<file path="src/rtl/score_pkg.sv">
// Shared definitions for the drift score range-match pulse generator.
//   MODE_PERIODIC / MODE_ONESHOT : per-channel mode encoding
//   CNT_W_DEF / SCORE_W_DEF      : default counter and score widths
package score_pkg;

  localparam logic MODE_PERIODIC = 1'b0;
  localparam logic MODE_ONESHOT  = 1'b1;

  localparam int unsigned CNT_W_DEF   = 10;
  localparam int unsigned SCORE_W_DEF = 16;

endpackage

</file>
<file path="src/rtl/score_channel.sv">
// One range-match scoring channel: free counter compared against a
// programmable match value, one-cycle registered pulse on match, sticky
// one-shot done flag and a saturating pulse-count score.
// Ports:
//   clk, reset      : clock, synchronous active-high reset
//   enable          : count enable (hold when low)
//   clear           : synchronous clear of counter, done and score
//   mode            : 0 = periodic reload, 1 = one-shot
//   match_val       : compare value
//   pulse           : registered one-cycle match pulse
//   done            : one-shot completed, sticky until clear/reset
//   score           : saturating number of pulses issued
module score_channel
  import score_pkg::*;
#(
  parameter int unsigned CNT_W   = CNT_W_DEF,
  parameter int unsigned SCORE_W = SCORE_W_DEF
) (
  input  logic               clk,
  input  logic               reset,
  input  logic               enable,
  input  logic               clear,
  input  logic               mode,
  input  logic [CNT_W-1:0]   match_val,
  output logic               pulse,
  output logic               done,
  output logic [SCORE_W-1:0] score
);

  localparam logic [SCORE_W-1:0] SCORE_MAX = '1;

  logic [CNT_W-1:0]   cnt_q;
  logic [CNT_W-1:0]   cnt_d;
  logic               done_d;
  logic               pulse_d;
  logic [SCORE_W-1:0] score_d;

  // Next-state: clear > match > count > hold.
  always_comb begin
    cnt_d   = cnt_q;
    done_d  = done;
    score_d = score;
    pulse_d = 1'b0;
    if (clear) begin
      cnt_d   = '0;
      done_d  = 1'b0;
      score_d = '0;
    end else if (enable && !done) begin
      if (cnt_q == match_val) begin
        pulse_d = 1'b1;
        if (score != SCORE_MAX) begin
          score_d = score + SCORE_W'(1);
        end
        // One-shot parks the counter on the match value.
        if (mode == MODE_ONESHOT) begin
          done_d = 1'b1;
        end else begin
          cnt_d = '0;
        end
      end else begin
        cnt_d = cnt_q + CNT_W'(1);
      end
    end
  end

  // State register; reset dominates everything.
  always_ff @(posedge clk) begin
    if (reset) begin
      cnt_q <= '0;
      done  <= 1'b0;
      score <= '0;
      pulse <= 1'b0;
    end else begin
      cnt_q <= cnt_d;
      done  <= done_d;
      score <= score_d;
      pulse <= pulse_d;
    end
  end

endmodule

</file>
<file path="src/rtl/score_pulse_gen_multi.sv">
// Multi-channel range-match pulse generator and scorer. N_CH independent
// score_channel instances; buses are sliced per channel.
// Ports:
//   i_clk, i_reset : clock, synchronous active-high reset
//   i_enable       : per-channel count enable
//   i_clear        : per-channel clear of counter, done and score
//   i_mode         : per-channel mode (0 periodic, 1 one-shot)
//   i_range        : channel k match value at [k*CNT_W +: CNT_W]
//   o_pulse        : per-channel registered match pulse
//   o_done         : per-channel sticky one-shot done
//   o_score        : channel k score at [k*SCORE_W +: SCORE_W]
module score_pulse_gen_multi
  import score_pkg::*;
#(
  parameter int unsigned CNT_W   = CNT_W_DEF,
  parameter int unsigned N_CH    = 4,
  parameter int unsigned SCORE_W = SCORE_W_DEF
) (
  input  logic                    i_clk,
  input  logic                    i_reset,
  input  logic [N_CH-1:0]         i_enable,
  input  logic [N_CH-1:0]         i_clear,
  input  logic [N_CH-1:0]         i_mode,
  input  logic [N_CH*CNT_W-1:0]   i_range,
  output logic [N_CH-1:0]         o_pulse,
  output logic [N_CH-1:0]         o_done,
  output logic [N_CH*SCORE_W-1:0] o_score
);

  // One fully independent channel per lane.
  for (genvar k = 0; k < int'(N_CH); k++) begin : g_ch
    score_channel #(
      .CNT_W   (CNT_W),
      .SCORE_W (SCORE_W)
    ) u_ch (
      .clk       (i_clk),
      .reset     (i_reset),
      .enable    (i_enable[k]),
      .clear     (i_clear[k]),
      .mode      (i_mode[k]),
      .match_val (i_range[k*CNT_W +: CNT_W]),
      .pulse     (o_pulse[k]),
      .done      (o_done[k]),
      .score     (o_score[k*SCORE_W +: SCORE_W])
    );
  end

endmodule

</file>
<file path="config.mk">
export PLATFORM = sky130hd
export DESIGN_NAME = score_pulse_gen_multi
export DESIGN_NICKNAME = d
export VERILOG_FILES = /design/src/rtl/score_pkg.sv /design/src/rtl/score_channel.sv /design/src/rtl/score_pulse_gen_multi.sv
export SDC_FILE = /design/constraint.sdc
export NUM_CORES = 1
export LEC_CHECK = 0
export ABC_AREA = 1
export BUFFER_PORTS_ARGS = -buffer_cell sky130_fd_sc_hd__buf_2
export CORE_MARGIN = 3
export CORE_UTILIZATION = 40
export DETAILED_ROUTE_END_ITERATION = 8
export GPL_ROUTABILITY_DRIVEN = 0
export GPL_TIMING_DRIVEN = 0
export HOLD_SLACK_MARGIN = 0.03
export PLACE_DENSITY_LB_ADDON = 0.05
export REMOVE_ABC_BUFFERS = 1
export SLEW_MARGIN = 30
export SYNTH_ARGS = -nofsm -noshare
export SYNTH_HDL_FRONTEND = slang
export SYNTH_HIERARCHICAL = 1
export SYNTH_SLANG_ARGS = --single-unit
</file>
<file path="constraint.sdc">
create_clock -name i_clk -period 1.3 [get_ports i_clk]
set_input_delay 0.065 -clock i_clk [delete_from_list [all_inputs] [get_ports i_clk]]
set_output_delay 0.065 -clock i_clk [all_outputs]
set_load 0.1 [all_outputs]
</file>
==> impl_metrics.ini, run 1 <==
[outcome]
status = finished with violations
violations = negative setup slack

[critical_path]
startpoint = g_ch[0].u_ch/cnt_q[5]
endpoint_kind = flop
worstPathMaxFanout = 5
worstPathRequired_ns = 1.58
rr_endpoint = g_ch[0].u_ch/score[9]
crit_path_start_kind = flop
rrSetupSlack_ns = -0.34
ff2ff_path_depth = 11
r2r_start = g_ch[0].u_ch/cnt_q[5]
critical_path_arrival_ns = 1.93
critPathKind = reg2reg

[clocking]
clock-sinks = 112
clk_pin_slew_ns = 0.08
cts_buffer_depth = 2
cts_made_buffers = 9
h-tree-depth = 3
cts_tree = done
clockRootBuffer = clkbuf_16
clk_latency_ns = 0.35

[logic_synthesis]
synth_warnings = 6
seq_area_frac_synth_pct = 29.5
netlist_top_cells_area = dfxtp_1 (30%), nand2_1 (21%), nand3_1 (10%)
synth_top_area_share_pct = 29.5
syn_area_um2 = 7600
async_reset_ff_share_pct = 0
synth_seq_cells = 112
synthCells = 1296
netlist_top_cells_count = nand2_1 (432), nor2_1 (196), inv_1 (192)
synth_top_cell_by_area = dfxtp_1
synthFlopType = dfxtp_1
synth_cell_types = 29
synth.most_common_cell = nand2_1
synth_area_per_cell_um2 = 5.86
synth_edf_count = 0

[floorplan]
die_width_um = 144
die_area_um2 = 20700
core_region_area_um2 = 18300
fp.dieH_um = 144
rows = 49
io_pins = 126
initial_utilization_pct = 41.4

[routing]
viasPerCell = 4.90
wirelength_mm = 23.1
vias = 8679
route.detailed.drc = 0
wire_per_inst_um = 13.0
ant_nets = 0
first_iter_violations = 263
drtPass1Iterations = 5

[cells_and_area]
syn2layout_area_growth_pct = 53.1
nFillCells = 1668
drive_gt1_share_pct = 45.4
final_util_pct = 63.4
nets = 1598
stdcell_count = 1771

[timing]
worst_slack_ns = -0.345
maxSlewHeadroom_pct = 56.3
hold_viol_final = 0
finalCritPeriodShare_pct = 127
max_clock_freq_mhz = 608
skew_ns = 0.0111
rsz0062_at_grt = yes
final-max-slew-violation-count = 0
hold-worst-slack_ns = 0.0563
worst_pin_slew_ns = 0.655
finalSetupViolations = 111
fin_tns_setup_ns = -27.73
min_period_ns = 1.64

[global_route]
grt_usage_pct = 20.5
grt_max_degree = 24
grt_pass1_wl_mm = 35.2
grt_pass1_vias = 7524
antenna_found_initial = 1
overflow = 0

[placed_design]
io_buffers = 125
dp_hpwl_mm = 13.7
place_inst = 1625

[min_path]
holdCritStartpoint = i_clear[3]
min_path_cells = 4
hold_class = in2reg
hold_end = g_ch[3].u_ch/score[5]

[power]
vdd_drop_max_mv = 0.687
powerDensity_nw_per_um2 = 609
p_leak_nw = 5.20

[job]
maxCapViolations = 0
[registers in the layout, indices dropped and copies added (netlist names)]
signal	cells
g_ch.u_ch/done	4
g_ch.u_ch/score	64
g_ch.u_ch/cnt_q	40
g_ch.u_ch/pulse	4
[cell families after synthesis]
| logic type | synth area share [%] |
|---|---|
| simple gates | 49.1 |
| buf+inv | 13.8 |
| flops | 29.5 |
| compound gates | 4.41 |
| xor+xnor | 1.84 |
| fa+ha+maj | 1.32 |
[worst max-delay path, stage by stage (launching register included)]
cell and delay, ns:
dfxtp_4 0.39, inv_4 0.04, nand2_1 0.05, nand2_1 0.05, nor2_2 0.14, inv_2 0.06
nor2_4 0.21, nand2_8 0.12, nor2_4 0.19, clkbuf_16 0.18, a21oi_2 0.05, nor2_1 0.09
[area by class of cell]
| cell class | count | area [um2] | area share (%) |
|---|---|---|---|
| multi-input combinational | 955 | 5800 | 49.9 |
| tap | 229 | 287 | 2.46 |
| clock buffer | 14 | 294 | 2.53 |
| clock inverter | 2 | 10.0 | 0.0861 |
| inverter | 212 | 833 | 7.16 |
| timing repair buffer | 246 | 1990 | 17.1 |
| sequential | 112 | 2410 | 20.7 |
| antenna | 1 | 2.50 | 0.0215 |
[layout by cell type, fill, tap and decap left out, types with 5 or more instances in the layout]
cell type,netlist,final
nand2_4,4,16
a21oi_1,48,21
buf_6,8,33
nand3_2,8,88
nand2_2,4,55
xor2_1,8,8
nor2_1,196,152
clkbuf_4,0,10
buf_12,4,9
nand3_4,0,17
buf_4,4,108
dlygate4sd3_1,0,7
xnor2_2,0,7
nor3_1,12,8
nand3_1,152,56
buf_2,8,73
nor2_4,8,44
nand2_1,432,368
inv_2,16,39
a21oi_2,4,30
o21ai_2,0,7
clkbuf_16,0,12
nand4_1,8,8
nor2_2,16,32
clkbuf_8,0,5
dfxtp_4,0,28
inv_4,0,7
inv_1,192,162
dfxtp_2,0,52
dfxtp_1,112,32
[through the flow]
step                      area (um2)  setup slack (ns)  total power, mW
after global routing           11600            -0.457             7.40
final                          11600            -0.345             7.09
after CTS                      10300            -0.273             7.10
after global placement          8250             -1.09             4.08
after floorplan                 7340             -1.19             3.89
after detailed placement        8310            -0.748             4.10
[report_power, final]
| part | total (mW) | switching (mW) | leakage [nW] | internal, mW |
|---|---|---|---|---|
| Sequential | 3.42 | 0.0266 | 0.952 | 3.39 |
| Clock | 2.86 | 1.30 | 0.155 | 1.56 |
| Combinational | 0.804 | 0.486 | 4.10 | 0.318 |
[worst max path at each step]
stage | end | cells after the start
floorplan | g_ch[0].u_ch/score[6] | 9
global placement | g_ch[2].u_ch/pulse | 4
detailed placement | g_ch[0].u_ch/score[1] | 8
CTS | g_ch[2].u_ch/score[6] | 12
global route | g_ch[2].u_ch/score[10] | 11
finish | g_ch[0].u_ch/score[9] | 11
[layer usage]
metal | global-route usage [%] | wire [um] | up-vias
met5 | 0 | 0 | -
li1 | - | - | 4474
met1 | 26.5 | 10300 | 3986
met4 | 5.60 | 509 | 0
met2 | 35.3 | 11200 | 184
met3 | 3.69 | 1040 | 35
[timing repair]
action,in CTS,in global routing
pin swaps,77,164
hold buffers,7,0
buffers inserted,75,33
gates resized for setup,279,288
endpoints found under the hold margin,11,0
gates cloned,11,4
endpoints found under the setup margin,150,128
Power figures use the tool's default switching activity.
==> run 2, diff against run 1 <==
Settings changed: MAX_ROUTING_LAYER from default to met4, SKIP_CTS_REPAIR_TIMING from default to 1.
Clock period 1.3 ns to 2 ns, I/O delays scaled along.
==> run 2 against run 1 <==
  * The run now ends clean
  * Global-route usage is 2.1 points lower
  * Combinational power is 55% lower
  * Clock-buffer cell count stayed put
  * Largest cell class unchanged
==> impl_metrics.ini, run 2 (synthesis gave the netlist of run 1 again) <==
[global_route]
grt_usage_pct = 18.4
grt_pass1_vias = 6556
grt_pass1_wl_mm = 30.6
overflow = 0
antenna_found_initial = 1
grt_max_degree = 24

[critical_path]
r2r_start = g_ch[0].u_ch/cnt_q[6]
worstPathRequired_ns = 2.25
rrSetupSlack_ns = 0.18
ff2ff_path_depth = 11
cp_slowest_cell = dfxtp_1
crit_path_start_kind = flop
cp.buffers_inverters = 2
path_cells = inv_1, nand2_1, nand2_1, nor2_1, inv_1, nor2_4, nand2_4, nor2_4, nand3_1, nand2_1, nor2_1
critPathKind = reg2reg
rr_endpoint = g_ch[0].u_ch/score[8]
endpoint_kind = flop
path_common_cell = nand2_1
cp_top_family = simple AND/OR/NAND/NOR gates
critical_path_arrival_ns = 2.07
worstPathMaxFanout = 11
slowest_delay_ns = 0.40

[clocking]
cts_buffer_depth = 2
cts_made_buffers = 9
cts_tree = done
clk_latency_ns = 0.35
clockRootBuffer = clkbuf_16
h-tree-depth = 3
clk_pin_slew_ns = 0.07
clock-sinks = 112

[cells_and_area]
final_cell_mix = nand2_1 (431), inv_1 (192), nor2_1 (190)
regMostFlops = g_ch.u_ch/score
drive_gt1_share_pct = 16.2
postLayoutCellArea_um2 = 8740
nFillCells = 1998
nets = 1477
largestRegisters = g_ch.u_ch/score (64), g_ch.u_ch/cnt_q (40)
largest_reg_flops = 64
syn2layout_area_growth_pct = 15.1
final_common_cell = nand2_1

[timing]
finalCritPeriodShare_pct = 91.1
min_period_ns = 1.82
worst_pin_slew_ns = 0.654
finalSetupViolations = 0
hold-worst-slack_ns = 0.0465
hold_viol_final = 0
skew_ns = 0.00939
max_clock_freq_mhz = 549
maxSlewHeadroom_pct = 56.3
worst_slack_ns = 0.178
rsz0062_at_grt = no
final-max-slew-violation-count = 0

[power]
vdd_drop_max_mv = 0.440
switching_share_pct = 24.2
switchingPower_mw = 1.08
pwr-share-comb_pct = 8.0
p_int_mw = 3.38
p_leak_nw = 4.42
seqPwrFrac_pct = 50.5
p_clk_share_pct = 41.5
powerDensity_nw_per_um2 = 511

[routing]
drtPass1Iterations = 5
vias = 7710
wire_per_inst_um = 11.3
first_iter_violations = 303
viasPerCell = 4.67
wirelength_mm = 18.6
route.detailed.drc = 0
ant_nets = 0

[floorplan]
core_region_area_um2 = 18300
die_area_um2 = 20700
die_width_um = 144
rows = 49
initial_utilization_pct = 41.4
fp.dieH_um = 144
io_pins = 126

[placed_design]
dp_hpwl_mm = 13.7
dpl_cell_area_um2 = 8310
post-place-ws_ns = -0.0483
io_buffers = 125

[min_path]
holdCritStartpoint = i_mode[1]
hold_class = in2reg
min_path_cells = 3
hold_end = g_ch[1].u_ch/done

[outcome]
status = complete, no violations

[job]
maxCapViolations = 0
## run 2: cell types whose count changed in the layout (fill, tap and decap cells not counted), sizes merged, moves of 4 or more
cell and change:
clkinvlp +4, clkbuf -13, nor2 -7, dlygate4sd3 -7, clkinv -4, buf -91
## run 2: worst max-delay path by stage
stage / startpoint / to / slack, ns / cells after the start
5_1_grt: g_ch[3].u_ch/cnt_q[6] / g_ch[3].u_ch/score[5] / 0.0009 / 11
2_1_floorplan: g_ch[0].u_ch/score[1] / g_ch[0].u_ch/score[6] / -0.49 / 9
3_3_place_gp: i_reset / g_ch[2].u_ch/pulse / -0.43 / 4
3_5_place_dp: g_ch[0].u_ch/score[1] / g_ch[0].u_ch/score[1] / -0.05 / 8
6_report: g_ch[0].u_ch/cnt_q[6] / g_ch[0].u_ch/score[8] / 0.18 / 11
4_1_cts: g_ch[0].u_ch/score[1] / g_ch[0].u_ch/score[1] / -0.06 / 8
## run 2: final cells by class
type | instances | area [um2] | share of cell area (%)
antenna | 1 | 2.50 | 0.0286
tap | 229 | 287 | 3.28
timing repair buffer | 135 | 719 | 8.23
clock inverter | 2 | 10.0 | 0.115
sequential | 112 | 2240 | 25.7
clock buffer | 14 | 294 | 3.36
inverter | 212 | 811 | 9.28
multi-input combinational | 945 | 4370 | 50.0
## run 2: worst reg2reg max path: cells and delay by family, from the launching register on
kind	cells	cell delay, ns
buffers and inverters	2	0.19
flip-flops	1	0.40
AND/OR/NAND/NOR	9	1.13
## run 2: routing by layer
metal | up-vias | track usage, % | wire, um
met5 | - | - | 0
met4 | 0 | 4.41 | 212
met3 | 13 | 3.56 | 999
met2 | 146 | 29.0 | 8180
met1 | 3352 | 24.4 | 9230
li1 | 4199 | - | -
## run 2: power by group through the flow
stage	Clock, mW	Combinational (mW)	Sequential (mW)
floorplan	0	0.225	2.30
global placement	0	0.341	2.31
detailed placement	0	0.354	2.31
CTS	1.94	0.355	2.26
global route	2.01	0.411	2.26
finish	1.85	0.359	2.26
## run 2: stage by stage
stage	power [mW]	instances	setup TNS [ns]	util [%]
floorplan	2.53	1268	-30.90	-
global placement	2.65	1622	-6.02	45.0
detailed placement	2.66	1625	-0.167	45.3
CTS	4.55	1641	-0.264	47.0
global route	4.68	1650	0	47.7
finish	4.46	1650	0	47.7
